$ cat config.mk
export PLATFORM = sky130hd
export DESIGN_NAME = stopwatch_ctrl_flat
export DESIGN_NICKNAME = d
export VERILOG_FILES = /design/src/rtl/stopwatch_pkg.sv /design/src/rtl/stopwatch_ctrl_if.sv /design/src/rtl/btn_debounce.sv /design/src/rtl/stopwatch_ctrl.sv /design/src/flat_wrapper.sv
export SDC_FILE = /design/constraint.sdc
export NUM_CORES = 1
export LEC_CHECK = 0
export CAP_MARGIN = 20
export CELL_PAD_IN_SITES_DETAIL_PLACEMENT = 0
export CELL_PAD_IN_SITES_GLOBAL_PLACEMENT = 2
export CORE_UTILIZATION = 43
export DETAILED_ROUTE_END_ITERATION = 16
export GPL_ROUTABILITY_DRIVEN = 0
export GPL_TIMING_DRIVEN = 0
export PLACE_DENSITY_LB_ADDON = 0.15
export SYNTH_ARGS = -nofsm -noshare
export SYNTH_HDL_FRONTEND = slang
export SYNTH_SLANG_ARGS = --single-unit
$ cat constraint.sdc
create_clock -name clk -period 5.32 [get_ports clk]
set_clock_uncertainty 0.1 [all_clocks]
set_input_delay 0.798 -clock clk [delete_from_list [all_inputs] [get_ports clk]]
set_output_delay 0.798 -clock clk [all_outputs]
set_load 0.02 [all_outputs]
$ cat src/rtl/stopwatch_pkg.sv
// Shared types and default timing constants for the stopwatch control front end.
package stopwatch_pkg;

   typedef enum logic [1:0] {
      StIdle  = 2'b00,
      StRun   = 2'b01,
      StPause = 2'b10,
      StLap   = 2'b11
   } sw_state_e;

   localparam int unsigned DefDbCycles = 1_000_000;
   localparam int unsigned DefTickDiv  = 1_000_000;

   // Counting continues while a lap time is frozen on the display.
   function automatic logic is_counting(sw_state_e s);
      return (s == StRun) || (s == StLap);
   endfunction

endpackage

$ cat src/rtl/stopwatch_ctrl_if.sv
// Button inputs and control/status outputs of the stopwatch control front end.
interface stopwatch_ctrl_if;

   logic       btn_start;
   logic       btn_lap;
   logic       cnt_enable;
   logic       sw_clear;
   logic       running;
   logic       lap_hold;
   logic [1:0] state;

   modport master (
      output btn_start, btn_lap,
      input  cnt_enable, sw_clear, running, lap_hold, state
   );

   modport slave (
      input  btn_start, btn_lap,
      output cnt_enable, sw_clear, running, lap_hold, state
   );

endinterface

$ cat src/rtl/btn_debounce.sv
// Synchroniser, debounce counter and registered rising-edge press pulse for one button.
module btn_debounce
   import stopwatch_pkg::*;
#(
   parameter int unsigned DB_CYCLES = DefDbCycles
) (
   input  logic clk,
   input  logic rst,
   input  logic btn,
   output logic press
);

   localparam int unsigned CntW = (DB_CYCLES > 1) ? $clog2(DB_CYCLES + 1) : 1;
   localparam logic [CntW-1:0] CntLast = CntW'(DB_CYCLES - 1);

   logic [1:0]      sync_q;
   logic [CntW-1:0] cnt_q, cnt_d;
   logic            level_q, level_d;
   logic            level_dly_q;
   logic            press_q;

   // Any return to the accepted level restarts the stability count.
   always_comb begin
      cnt_d   = '0;
      level_d = level_q;
      if (sync_q[1] != level_q) begin
         if (cnt_q == CntLast) begin
            level_d = sync_q[1];
         end else begin
            cnt_d = cnt_q + 1'b1;
         end
      end
   end

   always_ff @(posedge clk or negedge rst) begin
      if (!rst) begin
         sync_q      <= '0;
         cnt_q       <= '0;
         level_q     <= 1'b0;
         level_dly_q <= 1'b0;
         press_q     <= 1'b0;
      end else begin
         sync_q      <= {sync_q[0], btn};
         cnt_q       <= cnt_d;
         level_q     <= level_d;
         level_dly_q <= level_q;
         press_q     <= level_q & ~level_dly_q;
      end
   end

   assign press = press_q;

endmodule

$ cat src/rtl/stopwatch_ctrl.sv
// Stopwatch state machine and 100 Hz count prescaler, fed by two debounced buttons.
module stopwatch_ctrl
   import stopwatch_pkg::*;
#(
   parameter int unsigned DB_CYCLES = DefDbCycles,
   parameter int unsigned TICK_DIV  = DefTickDiv
) (
   input  logic             clk,
   input  logic             rst,
   stopwatch_ctrl_if.slave  bus
);

   localparam int unsigned PrescW = (TICK_DIV > 1) ? $clog2(TICK_DIV) : 1;
   localparam logic [PrescW-1:0] PrescLast = PrescW'(TICK_DIV - 1);

   logic              start_p, lap_p;
   sw_state_e         state_q, state_d;
   logic              clear_q, clear_d;
   logic              tick_q, tick_d;
   logic [PrescW-1:0] presc_q, presc_d;

   btn_debounce #(.DB_CYCLES(DB_CYCLES)) u_db_start (
      .clk   (clk),
      .rst   (rst),
      .btn   (bus.btn_start),
      .press (start_p)
   );

   btn_debounce #(.DB_CYCLES(DB_CYCLES)) u_db_lap (
      .clk   (clk),
      .rst   (rst),
      .btn   (bus.btn_lap),
      .press (lap_p)
   );

   // Start is tested first everywhere so a coincident lap press is dropped.
   always_comb begin
      state_d = state_q;
      clear_d = 1'b0;
      case (state_q)
         StIdle: begin
            if (start_p)    state_d = StRun;
            else if (lap_p) clear_d = 1'b1;
         end
         StRun: begin
            if (start_p)    state_d = StPause;
            else if (lap_p) state_d = StLap;
         end
         StLap: begin
            if (start_p)    state_d = StPause;
            else if (lap_p) state_d = StRun;
         end
         StPause: begin
            if (start_p) begin
               state_d = StRun;
            end else if (lap_p) begin
               state_d = StIdle;
               clear_d = 1'b1;
            end
         end
         default: state_d = StIdle;
      endcase
   end

   always_comb begin
      presc_d = presc_q;
      tick_d  = 1'b0;
      if (state_q == StIdle) begin
         presc_d = '0;
      end else if (is_counting(state_q)) begin
         if (presc_q == PrescLast) begin
            presc_d = '0;
            tick_d  = 1'b1;
         end else begin
            presc_d = presc_q + 1'b1;
         end
      end
   end

   always_ff @(posedge clk or negedge rst) begin
      if (!rst) begin
         state_q <= StIdle;
         clear_q <= 1'b0;
         tick_q  <= 1'b0;
         presc_q <= '0;
      end else begin
         state_q <= state_d;
         clear_q <= clear_d;
         tick_q  <= tick_d;
         presc_q <= presc_d;
      end
   end

   assign bus.cnt_enable = tick_q;
   assign bus.sw_clear   = clear_q;
   assign bus.running    = is_counting(state_q);
   assign bus.lap_hold   = (state_q == StLap);
   assign bus.state      = state_q;

endmodule

$ cat src/flat_wrapper.sv
// flat-port wrapper written by rule: the top's interface ports become plain ports
module stopwatch_ctrl_flat import stopwatch_pkg::*;
#(
   parameter int unsigned DB_CYCLES = DefDbCycles,
   parameter int unsigned TICK_DIV  = DefTickDiv
)
  (clk, rst, bus_btn_start, bus_btn_lap, bus_cnt_enable, bus_sw_clear, bus_running, bus_lap_hold, bus_state);
  stopwatch_ctrl_if bus_i ();
  input  logic clk;
  input  logic rst;
  input wire logic [$bits(bus_i.btn_start)-1:0] bus_btn_start;
  input wire logic [$bits(bus_i.btn_lap)-1:0] bus_btn_lap;
  output wire logic [$bits(bus_i.cnt_enable)-1:0] bus_cnt_enable;
  output wire logic [$bits(bus_i.sw_clear)-1:0] bus_sw_clear;
  output wire logic [$bits(bus_i.running)-1:0] bus_running;
  output wire logic [$bits(bus_i.lap_hold)-1:0] bus_lap_hold;
  output wire logic [$bits(bus_i.state)-1:0] bus_state;
  assign bus_i.btn_start = bus_btn_start;
  assign bus_i.btn_lap = bus_btn_lap;
  assign bus_cnt_enable = bus_i.cnt_enable;
  assign bus_sw_clear = bus_i.sw_clear;
  assign bus_running = bus_i.running;
  assign bus_lap_hold = bus_i.lap_hold;
  assign bus_state = bus_i.state;
  stopwatch_ctrl #(.DB_CYCLES(DB_CYCLES), .TICK_DIV(TICK_DIV)) u_core (.clk(clk), .rst(rst), .bus(bus_i));
endmodule
==> results of run 1 <==
-- per-layer routing --
metal  share of wire, %  vias up  wire length (um)  track usage, %
met5                  0        -                 0               0
met4                2.1        0               142            8.46
met3                2.7        9               182            2.93
met2                 45       27              3110            28.0
met1                 50     1234              3430            25.2
li1                   -     1266                 -               -
-- power by group through the flow --
stage          clock network [mW]  logic (mW)  registers (mW)
2_1_floorplan                   0      0.0121           0.582
3_5_place_dp                    0      0.0312           0.583
5_1_grt                     0.537      0.0356           0.572
6_report                    0.497      0.0298           0.572
3_3_place_gp                    0      0.0287           0.583
4_1_cts                     0.515      0.0312           0.572
-- cell usage after synthesis, types with 4 or more instances --
library cell and number:
dfrtp_1 74, nor2_1 54, nand2_1 26, xor2_1 26
nand3_1 23, xnor2_1 15, nand4_1 13, and3_1 11
o21ai_0 11, a21oi_1 7, inv_1 7, nor3_1 7
nor4_1 7, a21o_1 6, a22o_1 4, and4_1 4
clkbuf_1 4, nor2b_1 4, nor3b_1 4, or3_1 4
-- logic make-up (layout without fill, tap and decap cells) --
family          Yosys count  after routing
compound gates           37             37
xor+xnor                 41             41
fa+ha+maj                 3              3
buf+inv                  17             43
flops                    74             74
mux                       5              5
simple gates            175            175
-- sequential cells by signal, indices dropped and copies added (netlist names), 2 cells and up --
signal	count
u_core.presc_q	20
u_core.u_db_start.sync_q	2
u_core.u_db_lap.cnt_q	20
u_core.u_db_start.cnt_q	20
u_core.bus.state	2
u_core.u_db_lap.sync_q	2
-- cell type report --
type	count	area (um2)	share of cell area [%]
flip-flops and latches	74	1850	45.9
multi-input cells	261	1620	40.3
clock buffers	10	138	3.41
well taps	102	128	3.17
repair buffers	10	115	2.86
clock inverters	6	88.8	2.20
plain buffers	10	60.1	1.49
inverters	7	26.3	0.652
-- worst max-delay path by stage --
| stage | endpoint | startpoint | slack (ns) | cells after the start |
|---|---|---|---|---|
| after global placement | u_core.u_db_start.cnt_q[12]$_DFF_PN0_ | rst | 0.69 | 1 |
| after detailed placement | bus_lap_hold | u_core.bus.state[0]$_DFFE_PN0P_ | 2.72 | 3 |
| after global routing | bus_lap_hold | u_core.bus.state[0]$_DFFE_PN0P_ | 2.25 | 3 |
| final | bus_lap_hold | u_core.bus.state[0]$_DFFE_PN0P_ | 2.39 | 3 |
| after floorplan | bus_lap_hold | u_core.bus.state[0]$_DFFE_PN0P_ | 3.29 | 2 |
| after CTS | bus_lap_hold | u_core.bus.state[0]$_DFFE_PN0P_ | 2.33 | 3 |
-- critical path, delay by kind of cell, from the launching register on --
family / cells / cell delay, ns
buf+inv: 2 / 0.99
flops: 1 / 0.50
simple gates: 1 / 0.19
-- through the flow --
| stage | power, mW | std cells |
|---|---|---|
| global route | 1.14 | 480 |
| floorplan | 0.594 | 352 |
| CTS | 1.12 | 480 |
| finish | 1.10 | 480 |
| detailed placement | 0.614 | 464 |
| global placement | 0.612 | 463 |
==> flow_results.org, run 1 <==
** STA
- Post-route fraction of the period consumed by the critical path :: a little under three fifths
- Adding up every negative setup slack in the final design gives 0 ns.
- Measured against its own limit, the worst slew margin works out to ~56%.
- Based on the critical path, the design can be clocked at up to 341 MHz.
- Worst setup margin :: about 2.4 ns
- Final Hold Vio Count :: 0
- The total count of max-transition violations in the final report was 0.
- Total of endpoints with negative setup slack in the final report :: 0
- For the pin with the worst max-slew slack, the measured transition is 0.654 ns.
- Unrepaired setup endpoints after global routing :: false
- Final critical delay including setup and external delays :: slightly below 3 ns
- Hold is met by roughly 0.19 ns.

** Critical path
- Capturing point of the worst reg2reg path :: u_core.presc_q[18]$_DFFE_PN0P_
- The slowest stage of the critical path belongs to the cell clkdlybuf4s50_1.
- Data arrival time of the critical path :: approximately 2.0 ns
- Top fanout value on the critical path :: 10
- The worst setup path is captured at a primary output.
- The critical path is of the reg -> out type.
- The worst register-to-register path begins at u_core.presc_q[0]$_DFFE_PN0P_.
- For the worst flop-to-flop path, the logic depth is 7.
- Cells traversed along the worst timing path :: clkbuf_1, and2_1, clkdlybuf4s50_1
- Required time at the worst-slack endpoint :: about 4.4 ns
- Startpoint type of the worst setup path :: register
- Across all register-to-register paths, the minimum setup slack is around 3.3 ns.
- For this run, the slowest stage of the critical path takes between 0.5 and 0.6 ns.

** Synthesis
- Average instance area after synthesis :: 10.1 um2
- The Yosys step of the flow raised 0 warnings.
- In this run, synthesis inferred 0 flip-flops with an integrated enable.
- Adder-cell share of the synthesized area :: roughly 1.1%
- After Yosys synthesis, and, or, nand and nor cells account for 25.9% of the synthesized area.
- Summing the areas of all compound-gate instances in the mapped netlist gives 7.10% of the synthesized area.
- Distinct cells, synth :: 45
- Counting flops and latches in the post-synthesis netlist gives 74.
- Synthesized area :: between 3000 and 4000 um2
- Mux cell area share after synthesis :: under 10%
- Among all flip-flop cells after synthesis, the most frequent one is dfrtp_1.
- Async set-reset flop share out of synthesis :: between 90% and 100%
- Ranked by total cell area, the synthesized netlist is headed by dfrtp_1 52%, xor2_1 6.4%, nor2_1 5.7%, xnor2_1 3.7%, nand3_1 3.2%.
- Sequential cells were found to cover about half of the synthesized design area.
- After synthesis, the largest family of logic cells by area is simple AND/OR/NAND/NOR gates.
- Synthesis produced 352 cells.
- Total nets after synthesis :: 359
- Xor and xnor fraction of the mapped netlist area :: around a tenth
- Leading area contributor after synthesis :: dfrtp_1
- Area share of the largest cell type after synthesis :: 52.0%

** Finish
- At the end of the flow the core is filled with cells to between 50% and 60%.
- In the final layout, the share of cells above drive strength 1 is between 10% and 20%.
- The filler cells instantiated in the layout total about 740.
- 0 antenna diodes ended up in the layout.
- With fillers left out, the area of the finished cells amounts to ~4000 um2.
- Highest-count cells in the layout ignoring fill and taps :: 74 x dfrtp_1, 54 x nor2_1, 26 x nand2_1, 26 x xor2_1, 23 x nand3_1
- Area added between synthesis and finish :: 13.2%
- Final nets :: 380
- Leaving out fill and tap cells, the most frequent cell in the layout is dfrtp_1.

** Power and ir drop
- Lkg Pwr :: about 1.8 nW
- Power Dens Cells :: about 270 nW/um2
- Summed over all nets, the switching power comes to about 0.24 mW.
- Reg power frac :: between 50% and 60%
- The share of total power dissipated in the clock network is roughly 45%.
- Switching share of power :: between 20 and 25%
- The internal power of the cells totals 0.855 mW.
- Share of power burned in combinational logic :: 2.7%
- Across the VDD grid, the largest voltage drop is ~0.14 mV.

** Floorplan
- Area of the die :: ~8700 um2
- Count of standard-cell rows :: 32
- Initial standard-cell utilization of the core :: between 40% and 50%
- The core region is a little under 8000 um2.
- Number of top-level pins :: 10
- The die is 93.0 um wide.
- Height of the die :: between 90 and 100 um

** Clock network
- TritonCTS built the clock tree.
- Clock insertion delay at the later pin of the skew report :: about 0.35 ns
- In this run the deepest clock path goes through 2 buffers.
- CTS root buffer :: clkbuf_8
- Total clock sinks :: 74
- The H-tree was split into 3 levels.
- Buffer count from post-CTS setup fixing :: 0
- Resized cells post-CTS :: 0
- Post-cts hold buffer count :: 0
- Clock tree synthesis inserted a total of 9 buffers.
- Clock-pin slew reported for the worst setup and hold paths after clock tree synthesis :: 0.09 ns

** Drt
- Number of optimization iterations in the first detailed-route pass :: 4
- DRC viols :: 0
- Antenna-violating nets left :: 0
- Via density per instance :: approximately 5.3
- The final layout contains routed wiring with a total length of 6.87 mm.
- Number of vias after detailed routing :: ~2500
- Dividing the detail-routed wire length by the instance count gives approximately 14 um.
- First DRT Iteration DRCs :: between 90 and 100

** GRT
- Global routing used 18.2% of the available tracks across all layers.
- Initial antenna violation count :: 0
- Entering global routing, the biggest net connects 63 pins.
- Global routing finished with a remaining overflow of 0.
- Global-route wire length before repair :: ~12 mm
- The number of global-route vias before repair came to 2518.

** Status
- The flow ran to the end, and the final reports show no timing, DRC or antenna violations.

** Flow run
- Number of violations of the max-capacitance limit :: 0

** Placed design
- In this run the cell area measured after placement is around 3800 um2.
- PortBufs :: 9
- Detailed placement finished with a half-perimeter wire length of ~4.7 mm.
- At the placement stage, the worst setup path has a slack of 2.72 ns.

** Hold path
- Worst min-delay path category :: in -> async
No activity file was read; power rests on OpenSTA's default activity.
==> run 2: changes to the inputs <==
--- a/config.mk
+++ b/config.mk
@@ -8,7 +8,7 @@
 export CAP_MARGIN = 20
 export CELL_PAD_IN_SITES_DETAIL_PLACEMENT = 0
 export CELL_PAD_IN_SITES_GLOBAL_PLACEMENT = 2
-export CORE_UTILIZATION = 43
+export CORE_UTILIZATION = 40
 export DETAILED_ROUTE_END_ITERATION = 16
 export GPL_ROUTABILITY_DRIVEN = 0
 export GPL_TIMING_DRIVEN = 0
==> constraint.sdc (replaced) <==
create_clock -name clk -period 2.95 [get_ports clk]
set_clock_uncertainty 0.1 [all_clocks]
set_input_delay 0.4425 -clock clk [delete_from_list [all_inputs] [get_ports clk]]
set_output_delay 0.4425 -clock clk [all_outputs]
set_load 0.02 [all_outputs]
==> flow_results.org, run 2 (synthesis results as in run 1) <==
** Critical path
- Setup CP Type :: reg -> out
- Startpoint type of the worst setup path :: register
- The arrival time reported for the critical path endpoint is 2.06 ns (+0.03 ns).
- The highest fanout seen on the critical path was 10 (unchanged).
- Endpoint class of the critical path :: primary output
- Required time at the worst-slack endpoint :: 2.41 ns (-2.01 ns)

** Floorplan
- The number of placement rows was 34 (+6.3%).
- Initial standard-cell utilization of the core :: 41.0% (-4.1 points)
- The number of primary I/O pins was 10 (unchanged).
- The core area came to 8680 um2 (+10%).
- Area of the die :: 9290 um2 (+7.3%)
- The width of the chip came to 96.4 um (+3.6%).
- The height of the die came to 96.4 um (+3.6%).

** STA
- The total count of max-transition violations in the final report is 0 (unchanged).
- For this run, the top clock speed supported by timing is roughly 380 MHz.
- The worst slew slack as a fraction of its limit was 58.3% (+2.2 points).
- Dividing the final minimum period by the clock period gives 88.3%.
- Counting I/O delays and the setup requirement, the final critical path takes 2.60 ns.
- Unrepaired setup endpoints after global routing :: false
- The final hold slack was 0.255 ns (+0.0690 ns).
- The transition time at the pin with the least slew margin came to 0.621 ns (-0.0334 ns).
- Final Hold Vio Count :: 0 (unchanged)
- Total of endpoints with negative setup slack in the final report :: 0 (unchanged)

** Finish
- Filler cell count :: 870 (+17%)
- The proportion of layout cells with a drive suffix above 1 is 10.3% (-0.027 points).
- The number of diodes added for antenna fixing was 0 (unchanged).
- Largest registers ranked by flip-flop count :: u_core.presc_q (20), u_core.u_db_lap.cnt_q (20), u_core.u_db_start.cnt_q (20)
- Combined flip-flop and latch cell area :: 1850 um2 (unchanged)
- Area added between synthesis and finish :: 13.2% (about the same)
- The combined area of the multi-input logic cells was 1620 um2 (unchanged).
- Leading cell type in the layout, fill and taps excluded :: dfrtp_1
- Highest-count cells in the layout ignoring fill and taps :: 74 x dfrtp_1, 54 x nor2_1, 26 x nand2_1, 26 x xor2_1, 23 x nand3_1
- The finished layout cell area came to 4030 um2 (about the same).
- Util after Layout :: 46.5% (-4.6 points)
- Post-Layout Cell Count :: 487 (+1.5%)
- Final nets :: 381 (+0.26%)

** Drt
- The iteration-0 DRC count of the detailed router was 62 (-37%).
- Number of vias after detailed routing :: 2494 (-1.7%)
- Average wire length per cell after detail routing :: 14.2 um (-0.69%)
- Total wirelength of the detailed-routed design :: 6.92 mm (+0.76%)
- The number of vias per cell is 5.12 (-3.1%).
- DRC viols :: 0 (unchanged)
- The number of detailed-routing iterations run before antenna repair is 4 (unchanged).
- The post-detailed-route count of antenna-violating nets is 0 (unchanged).

** Clock network
- The clock input transition at the sequential cells of the worst setup and hold paths is 0.08 ns (about the same).
- Buffer count from post-CTS setup fixing :: 0 (unchanged)
- Total clock sinks :: 74 (unchanged)
- Resized cells post-CTS :: 0 (unchanged)
- The total of hold buffers inserted after clock tree synthesis was 1 (+1).
- Clock tree synthesis selected as its root buffer the cell clkbuf_8.
- The H-tree level count came to 3 (unchanged).
- The maximum number of buffers from clock root to sink was 2 (unchanged).
- The clock latency reported for the late side of the worst-skew pair was 0.34 ns (about the same).
- TritonCTS built the clock tree.
- The number of buffers created by CTS came to 9 (unchanged).

** GRT
- Global-route wire length before repair :: 12.3 mm (+0.91%)
- The number of antenna violations at the first check in global routing was 0 (unchanged).
- Largest net degree at the start of global routing :: 43 (-32%)
- Grt total ovfl :: 0 (unchanged)
- GR Util All Layers :: 17.4% (-0.83 points)
- The number of global-route vias before repair came to 2513 (-0.20%).

** Power and ir drop
- Lkg Pwr :: 1.76 nW (about the same)
- The largest vdd supply drop is 0.192 mV (+36%).
- The final total power came to 1.92 mW (+75%).
- The power density of the placed cells is 475 nW/um2 (+74%).

** Placed design
- PortBufs :: 9 (unchanged)
- Placed inst area :: 3810 um2 (+0.20%)
- Post-DP HPWL :: 4.80 mm (+2.6%)
- The number of placed instances with taps included was 470 (+1.3%).

** Flow run
- Number of violations of the max-capacitance limit :: 0 (unchanged)

** Hold path
- Worst min-delay path category :: reg -> reg

** Status
- The run finished with clean final reports.
run 2: changes by cell type in the layout (fill, tap and decap cells not counted), sizes merged:
| cell | change |
|---|---|
| bufinv | -1 |
| clkbuf | +1 |
| dlygate4sd3 | +1 |
| clkinvlp | -1 |
| inv | +1 |
run 2: through the flow:
step	setup WS, ns	TNS (ns)
after floorplan	1.18	0
after global placement	-1.36	-100.13
after detailed placement	0.706	0
after CTS	0.318	0
after global routing	0.206	0
final	0.346	0
run 2: path summary, 6_finish.rpt:
check | startpoint | endpoint | slack, ns | cells past startpoint
min | u_core.u_db_start.sync_q[0]$_DFF_PN0_ | u_core.u_db_start.sync_q[1]$_DFF_PN0_ | 0.25 | 0
min reg2reg | u_core.u_db_start.sync_q[0]$_DFF_PN0_ | u_core.u_db_start.sync_q[1]$_DFF_PN0_ | 0.25 | 0
max in group asynchronous | rst | u_core.u_db_lap.cnt_q[18]$_DFF_PN0_ | 1.70 | 3
min in group asynchronous | rst | u_core.presc_q[7]$_DFFE_PN0P_ | 0.48 | 2
max | u_core.bus.state[0]$_DFFE_PN0P_ | bus_lap_hold | 0.35 | 3
max reg2reg | u_core.presc_q[0]$_DFFE_PN0P_ | u_core.presc_q[14]$_DFFE_PN0P_ | 0.88 | 7
run 2: area by class of cell:
| type | count | area share, % |
|---|---|---|
| clock inverters | 5 | 1.49 |
| multi-input cells | 261 | 40.3 |
| well taps | 108 | 3.35 |
| flip-flops and latches | 74 | 45.9 |
| clock buffers | 11 | 3.75 |
| repair buffers | 11 | 3.10 |
| inverters | 7 | 0.651 |
| plain buffers | 10 | 1.49 |
run 2: worst max-delay path: stages, from the launching register on:
cell,delay (ns)
dfrtp_1,0.54
clkbuf_1,0.40
and2_1,0.19
clkdlybuf4s50_1,0.60
run 2: power breakdown:
| group | internal (mW) | switching (mW) | total, mW |
|---|---|---|---|
| registers | 1.02 | 0.00853 | 1.03 |
| clock network | 0.442 | 0.390 | 0.831 |
| logic | 0.0189 | 0.0358 | 0.0547 |
run 2: routing by layer:
metal | part of all wire (%) | track usage [%] | wire [um] | up-vias
met5 | 0 | 0 | 0 | -
met2 | 45 | 27.9 | 3130 | 11
met3 | 1.5 | 2.58 | 103 | 9
met4 | 1.6 | 6.99 | 110 | 0
met1 | 52 | 23.6 | 3570 | 1207
li1 | - | - | - | 1267
